===== config.mk =====
export PLATFORM = sky130hd
export DESIGN_NAME = axis_rr_arb_mux
export DESIGN_NICKNAME = d
export VERILOG_FILES = /design/src/rtl/axis_rr_arb_mux.sv
export SDC_FILE = /design/constraint.sdc
export NUM_CORES = 1
export LEC_CHECK = 0
export ABC_AREA = 1
export CORE_AREA = 2 2 86 104
export CTS_CLUSTER_DIAMETER = 120
export DETAILED_ROUTE_END_ITERATION = 16
export DIE_AREA = 0 0 88 106
export PLACE_DENSITY = 0.77
export SYNTH_ARGS = -nofsm -noshare
export SYNTH_HDL_FRONTEND = slang
export SYNTH_SLANG_ARGS = --single-unit

===== constraint.sdc =====
create_clock -name clk -period 2.5 [get_ports clk]
set_input_delay 0.25 -clock clk [delete_from_list [all_inputs] [get_ports clk]]
set_output_delay 0.25 -clock clk [all_outputs]
set_load 0.1 [all_outputs]

===== src/rtl/axis_rr_arb_mux.sv =====
// axis_rr_arb_mux: round-robin packet arbiter muxing N AXI-Stream inputs onto one registered output
module axis_rr_arb_mux #(
  parameter int N = 4,
  parameter int DATA_WIDTH = 32,
  parameter int USER_WIDTH = 2,
  localparam int IDX_W = $clog2(N)
) (
  input  logic                      clk,
  input  logic                      rst,
  input  logic [N*DATA_WIDTH-1:0]   s_data,
  input  logic [N*DATA_WIDTH/8-1:0] s_keep,
  input  logic [N*USER_WIDTH-1:0]   s_user,
  input  logic [N-1:0]              s_last,
  input  logic [N-1:0]              s_valid,
  output logic [N-1:0]              s_ready,
  output logic [DATA_WIDTH-1:0]     m_data,
  output logic [DATA_WIDTH/8-1:0]   m_keep,
  output logic [USER_WIDTH-1:0]     m_user,
  output logic                      m_last,
  output logic                      m_valid,
  input  logic                      m_ready,
  output logic [IDX_W-1:0]          grant_idx,
  output logic                      busy
);
  localparam int KW = DATA_WIDTH / 8;
  typedef enum logic {IDLE, LOCKED} state_t;
  state_t state, state_nx;
  logic [IDX_W-1:0] grant_nx, pick;
  logic found, en, acc;
  assign busy    = state == LOCKED;
  assign en      = !m_valid | m_ready;
  assign acc     = busy & en & s_valid[grant_idx];
  assign s_ready = (busy & en) ? {{(N-1){1'b0}}, 1'b1} << grant_idx : '0;
  // scan starts just past the last grant, so the previous winner is considered last
  always_comb begin
    pick  = grant_idx;
    found = 1'b0;
    for (int k = 1; k <= N; k++) begin
      if (!found && s_valid[(int'(grant_idx) + k) % N]) begin
        found = 1'b1;
        pick  = IDX_W'((int'(grant_idx) + k) % N);
      end
    end
  end
  always_comb begin
    state_nx = state == IDLE ? (found ? LOCKED : IDLE) : ((acc & s_last[grant_idx]) ? IDLE : LOCKED);
    grant_nx = (state == IDLE && found) ? pick : grant_idx;
  end
  always_ff @(posedge clk) begin
    if (!rst) begin
      state     <= IDLE;
      grant_idx <= IDX_W'(N - 1);
      m_valid   <= 1'b0;
      m_last    <= 1'b0;
      m_data    <= '0;
      m_keep    <= '0;
      m_user    <= '0;
    end else begin
      state     <= state_nx;
      grant_idx <= grant_nx;
      if (en) m_valid <= acc;
      if (acc) begin
        m_data <= s_data[grant_idx*DATA_WIDTH +: DATA_WIDTH];
        m_keep <= s_keep[grant_idx*KW +: KW];
        m_user <= s_user[grant_idx*USER_WIDTH +: USER_WIDTH];
        m_last <= s_last[grant_idx];
      end
    end
  end
endmodule


# [Word-level counts from Yosys, hierarchy flattened]
# Index checks and enable logic that the tools add are counted.
[classes] n_addsub=4 bitwise=9 magnitude_cmp=5 shift=4 mux=28 n_reduce_logical=14
[op_table] op="$shiftx 128x8->32" count=1
[op_table] op="$mux 1" count=17
[op_table] op="$lt 3x4->1 const B" count=4
[op_table] op="$shiftx 16x5->4" count=1
[op_table] op="$bmux 1 s2" count=6
[op_table] op="$mux 2" count=4
[op_table] op="$reduce_or 2->1" count=4
[op_table] op="$shiftx 8x4->2" count=1
[op_table] op="$add 2x1->2 const B" count=2
[op_table] op="$add 2x2->2 const B" count=2
[op_table] op="$and 1x1->1 const A" count=4
[op_table] op="$logic_and 1x1->1" count=4
[op_table] op="$logic_not 1->1" count=4
[op_table] op="$mux 4" count=1
[op_table] op="$reduce_bool 4->1" count=1
[op_table] op="$shl 1x2->4 const A" count=1
[op_table] op="$and 1x1->1" count=3
[op_table] op="$lt 2x3->1 const B" count=1
[op_table] op="$reduce_and 2->1" count=1
[op_table] op="$not 1->1" count=1
[op_table] op="$or 1x1->1" count=1
[totals] ff_bits=43 word_cells=71

# [Logic depth before layout (Yosys ltp)]
# Gate-level depths: netlist of run 1.
[logic_depth] depth_word=18 depth_mapped=12

# [Worst setup path after synthesis of run 1]
# OpenSTA, ideal clock, no wires.
[synth_timing] path_kind="flip-flop to output port" startpoint="register grant_idx[1]" endpoint="output port s_ready[1]" t_arrival_ps=2739 n_path_buf=1 stages_incl_launch_ff=6 path_slack_ps=-489 path_cell_list="dfxtp_1 -> inv_2 -> clkbuf_1 -> ha_1 -> inv_1 -> nor2_1"
[synth_between] elab_chain_cells=2
[synth_lines] item="start: declaration" line_no="22" text="output logic [IDX_W-1:0] grant_idx,"
[synth_lines] item="start signal: assignment" line_no="52" text="grant_idx <= IDX_W'(N - 1);"
[synth_lines] item="start signal: assignment" line_no="60" text="grant_idx <= grant_nx;"
[synth_lines] item="$shl 1x2->4" line_no="33" text="assign s_ready = (busy & en) ? {{(N-1){1'b0}}, 1'b1} << grant_idx : '0;"
[synth_lines] item="$mux 4" line_no="33"
[synth_lines] item="end: declaration" line_no="15" text="output logic [N-1:0] s_ready,"
# Every way passes these cells.

# [Final worst setup path of run 1]
[layout_timing] startpoint="register grant_idx[0]" endpoint="output port s_ready[2]"
# The elaborated chain is that of the path after synthesis.

==> flow_summary.ini, run 1 <==
[timing]
fmax_ghz = 0.4709
final.setup.tns_ps = 0
period_share_pct = 84.94
worst_slew_pin_slew_ps = 691.7
finalSetupViolCount = 0
slew_headroom_pct = 53.82
finalMaxSlewViolations = 0
clock_skew_ps = 6.910
hold_violations = 0
period_needed_ps = 2124
rsz0062_at_grt = no

[clock_tree]
clkSinkCount = 43
cts_max_level = 2
clock_path_buffers = 2
cts_tree = yes
hold_buffers = 0
root_buffer = clkbuf_8
cts_resized = 0
path_clk_slew_ps = 80
insertion_delay_ps = 290
cts-buffers-inserted = 5
cts_setup_buffers = 0

[power_and_ir_drop]
pwr-share-comb_pct = 75.1
pwr-share-seq_pct = 17.2
switchingPower_mw = 3.864
power_frac_clock_pct = 7.7
total_power_mw = 6.317
p_int_mw = 2.452
ir_drop_uv = 585.6
power_density_nw_per_um2 = 1259
switching_share_pct = 61.18
power.leakage_nw = 2.082

[worst_setup_path]
cp-end-kind = output pin
path_max_fanout = 32
cpMaxStageDelayCell = buf_4
worst_ep_arrival_time_ps = 1870
crit_path_start_kind = flip-flop
worstPathRequired_ps = 2250
worstReg2RegStart = grant_idx[0]$_SDFFE_PN1P_
rr_endpoint = m_data[21]$_SDFFE_PN0N_
ff2ff_path_depth = 8
regToRegSetupSlack_ps = 610
cp_num_buf_inv = 4
path_class = flip-flop to output pin
crit_chain = inv_2 -> buf_4 -> ha_1 -> inv_1 -> nor2_4 -> buf_12
cp_top_family = buffers and inverters
slowest_delay_ps = 390

[floorplan]
start_util_pct = 33.73
boundaryPins = 210
die_area_sq_um = 9328
core_area_sq_um = 8379
die_w_um = 88
rows = 37
die_y_um = 106

[finish]
layout_commonest_cell = clkdlybuf4s50_1
diodes = 0
final_cell_mix = 162 x clkdlybuf4s50_1, 158 x nor2_1, 106 x o21ai_0
multi_input_area_sq_um = 1762
drive_above_1_share_pct = 12.08
regArea_sq_um = 863.3
fin_nets = 820
post-route-util_pct = 59.88
areaGrowthSynthToFinish_pct = 77.51
nFillCells = 815

[synth]
yosysWarnings = 0
syn_nets = 633
ys_seq_elements = 43
ys_seq_area_share_pct = 30.46
yosysUniqueCellTypes = 23
netlist_area_sq_um = 2826
syn_inst = 466
synth_area_per_cell_sq_um = 6.065

[global_routing]
use_met3_pct = 3.727
overflow = 0
use_met1_pct = 25.19
antenna_found_initial = 0
top_usage_layer = met2
use_met2_pct = 41.18
grt_pass1_wl_mm = 17.11
grt_max_degree = 49
grt_pass1_vias = 3763
gr-usage-all-layers_pct = 22.65

[hold_path]
hold_end = m_last$_SDFFE_PN0N_
worstHoldPathType = flip-flop to flip-flop
hp-start = m_last$_SDFFE_PN0N_
hold_path_depth = 2

[place]
dp_hpwl_mm = 8.229
io_buffers = 209
gp_congestion = 0.8420

[detailed_routing]
drtIter0Drc = 192
via_count = 3935
drc = 0
dr.pass1.iters = 4
wl_per_cell_um = 14.21
final_antenna_net_count = 0
via_per_inst = 5.104
totalWireLength_mm = 10.96

[job]
drv_cap = 0

[status]
outcome = complete, no violations
-- Yosys cell counts --
library cell	instances	area [sq um]
buf_8	1	15.01
clkbuf_1	18	67.56
buf_1	1	3.750
buf_2	13	65.06
dfxtp_1	43	860.8
buf_6	1	11.26
nor2_1	162	608.1
a21oi_1	3	15.01
o21ai_0	106	530.5
nand3_1	11	55.05
buf_4	2	15.01
nand2_1	33	123.9
inv_1	9	33.78
o21ai_1	8	40.04
ha_1	4	50.05
o21ai_2	3	26.28
nand3_2	2	20.02
nand4_1	1	6.260
clkbuf_2	2	10.01
nor2_4	1	11.26
inv_2	2	7.510
o22ai_1	39	244.0
nand2_2	1	6.260
-- sequential cells by signal (all words and copies together), names as in the netlist --
name       count
m_valid        1
busy           1
grant_idx      2
m_data        32
m_user         2
m_keep         4
m_last         1
-- layout make-up --
class | instances | area share [%]
inverters | 11 | 0.8229
repair buffers | 218 | 41.95
flip-flops and latches | 43 | 17.21
multi-input cells | 374 | 35.11
clock buffers | 8 | 1.995
well taps | 117 | 2.918
-- metal layers --
layer | wire length (um) | vias up
li1 | - | 1944
met1 | 4212 | 1811
met2 | 5805 | 148
met3 | 539 | 32
met4 | 400 | 0
met5 | 0 | -
-- cells by family after synthesis --
| family | Yosys count | share of synthesized area, % |
|---|---|---|
| compound gates | 159 | 30.28 |
| simple gates | 211 | 29.39 |
| fa+ha+maj | 4 | 1.771 |
| flops | 43 | 30.46 |
| buf+inv | 49 | 8.100 |
-- metrics by stage --
step | instances | hold slack [ps] | setup slack, ps | cell area (sq um)
after CTS | 771 | 471.0 | 340.1 | 5017
final | 771 | 469.6 | 376.4 | 5017
after global placement | 763 | 451.3 | 533.8 | 4917
after floorplan | 466 | 401.3 | -57.37 | 2854
after global routing | 771 | 480.8 | 268.0 | 5017
after detailed placement | 763 | 459.8 | 484.8 | 4917
-- power groups by stage --
stage	sequential [mW]	combinational [mW]	clock, mW
floorplan	2.94	1.76	0
global placement	1.09	4.68	0
detailed placement	1.10	4.76	0
CTS	1.09	4.76	0.497
global route	1.12	5.04	0.526
finish	1.09	4.74	0.486
-- worst reg2reg max path, stage by stage (launching register included) --
cell	delay (ps)
dfxtp_2	330
buf_4	250
nand2_1	120
nand2_1	90
o21ai_2	200
nor2_4	60
inv_2	520
nor2_1	110
nor2_1	140
-- worst max-delay path by stage --
stage                               from                 endpoint  slack [ps]  depth (start not counted)
5_1_grt        grant_idx[0]$_SDFFE_PN1P_               s_ready[2]         270                          6
6_report       grant_idx[0]$_SDFFE_PN1P_               s_ready[2]         380                          6
3_3_place_gp                     m_ready      m_last$_SDFFE_PN0N_         530                          8
4_1_cts        grant_idx[0]$_SDFFE_PN1P_               s_ready[2]         340                          6
3_5_place_dp                     m_ready  m_data[21]$_SDFFE_PN0N_         480                          8
2_1_floorplan            busy$_SDFF_PN0_               s_ready[1]         -60                          2
(Power assumes the default switching activity.)
==> run 2, diff against run 1 <==
clock period = 2.1 ns   (was 2.5 ns; I/O delays follow)
==> run 2 against run 1 <==
Net effect:
- count of clock-buffer cells in the layout shrank 2
- largest power group unchanged
- critical endpoint is now s_ready[1]
- largest cell class unchanged
- flip-flop and latch count is the same
- register-to-register slack worse by 270 ps
- wire length rose by 0.57%
- core utilization increased by 0.85 points
==> flow_summary.ini, run 2 (synthesis results as in run 1) <==
[timing]
rsz0062_at_grt = no
finalSetupViolCount = 0
hold_violations = 0
hold_slack_ps = 482.8
period_needed_ps = 1856
finalMaxSlewViolations = 0
clock_skew_ps = 7.777
final.setup.tns_ps = 0
slew_headroom_pct = 70.20
period_share_pct = 88.39
setup_ws_ps = 243.9
fmax_ghz = 0.5388
worst_slew_pin_slew_ps = 447.0

[clock_tree]
root_buffer = clkbuf_8
insertion_delay_ps = 290
path_clk_slew_ps = 80
cts-buffers-inserted = 5
cts_resized = 0
cts_tree = yes
clkSinkCount = 43
clock_path_buffers = 2
cts_max_level = 2
hold_buffers = 0
cts_setup_buffers = 0

[floorplan]
rows = 37
die_area_sq_um = 9328
boundaryPins = 210
core_area_sq_um = 8379
die_y_um = 106
die_w_um = 88
start_util_pct = 33.73

[place]
io_buffers = 209
place_area_sq_um = 4971
place_ws_ps = 346.9
gp_congestion = 0.9345
dp_hpwl_mm = 8.316

[finish]
largest-register = m_data
reg.largest.list = m_data x32, m_keep x4
finalInstanceArea_sq_um = 5089
drive_above_1_share_pct = 12.92
fin_nets = 824
largest_reg_flops = 32
layout_commonest_cell = clkdlybuf4s50_1
final_cell_mix = 162 x clkdlybuf4s50_1, 158 x nor2_1, 106 x o21ai_0
diodes = 0
areaGrowthSynthToFinish_pct = 80.04

[worst_setup_path]
worst_ep_arrival_time_ps = 1650
worstPathRequired_ps = 1890
worstReg2RegStart = grant_idx[0]$_SDFFE_PN1P_
crit_path_start_kind = flip-flop
cp-end-kind = output pin
path_max_fanout = 26
cp-startpoint = grant_idx[1]$_SDFFE_PN1P_
path_class = flip-flop to output pin

[status]
outcome = complete, no violations

[detailed_routing]
wl_per_cell_um = 14.22
dr.pass1.iters = 5
totalWireLength_mm = 11.02
via_per_inst = 5.032
via_count = 3900
drtIter0Drc = 210
drc = 0
final_antenna_net_count = 0

[global_routing]
grt_max_degree = 51
grt_pass1_vias = 3780
overflow = 0
grt_pass1_wl_mm = 17.30
antenna_found_initial = 0
gr-usage-all-layers_pct = 22.80

[hold_path]
hp-start = m_last$_SDFFE_PN0N_
worstHoldPathType = flip-flop to flip-flop

[power_and_ir_drop]
total_power_mw = 7.707
power.leakage_nw = 2.118
ir_drop_uv = 683.9
power_density_nw_per_um2 = 1515

[job]
drv_cap = 0
[run 2: cell types whose count changed in the layout (fill, tap and decap cells not counted)]
cell       delta
clkbuf_8      -1
buf_4         +3
dfxtp_1       -1
bufinv_16     +1
dfxtp_2       -1
buf_12        +1
dfxtp_4       +2
clkinv_2      +1
nor2_4        +1
clkbuf_1      -1
nor2_2        -1
[run 2: power breakdown]
group | leakage (nW) | switching, mW | internal [mW]
Clock | 0.0612 | 0.284 | 0.385
Sequential | 0.355 | 0.177 | 1.13
Combinational | 1.70 | 4.18 | 1.54
[run 2: cell type report]
cell class | instances | area [sq um]
multi-input combinational | 374 | 1767
fill | 791 | 3291
sequential | 43 | 869.6
inverter | 11 | 41.29
clock inverter | 2 | 35.03
clock buffer | 6 | 82.58
tap | 117 | 146.4
timing repair buffer | 222 | 2147
[run 2: through the flow]
step / cells / util, %
finish: 775 / 60.73
global route: 775 / 60.73
CTS: 775 / 60.73
detailed placement: 767 / 59.33
global placement: 767 / 59.33
floorplan: 466 / -
[run 2: worst paths after layout]
check                               to  slack (ps)  cells past startpoint
max                         s_ready[1]         240                      6
min reg2reg        m_last$_SDFFE_PN0N_         480                      2
max reg2reg  grant_idx[1]$_SDFFE_PN1P_         340                      9
min                m_last$_SDFFE_PN0N_         480                      2
[run 2: critical path: stages (launching register included)]
cell	delay, ps
dfxtp_4	350
inv_2	120
buf_4	300
ha_1	200
inv_1	60
nor2_4	120
buf_12	180
[run 2: layer usage]
metal / routed length [um] / up-vias / track usage, % / part of all wire, %
met3: 549 / 22 / 2.795 / 5.0
met2: 5747 / 161 / 41.29 / 52
met1: 4429 / 1763 / 26.85 / 40
met5: 0 / - / 0 / 0
li1: - / 1954 / - / -
met4: 293 / 0 / 8.462 / 2.7
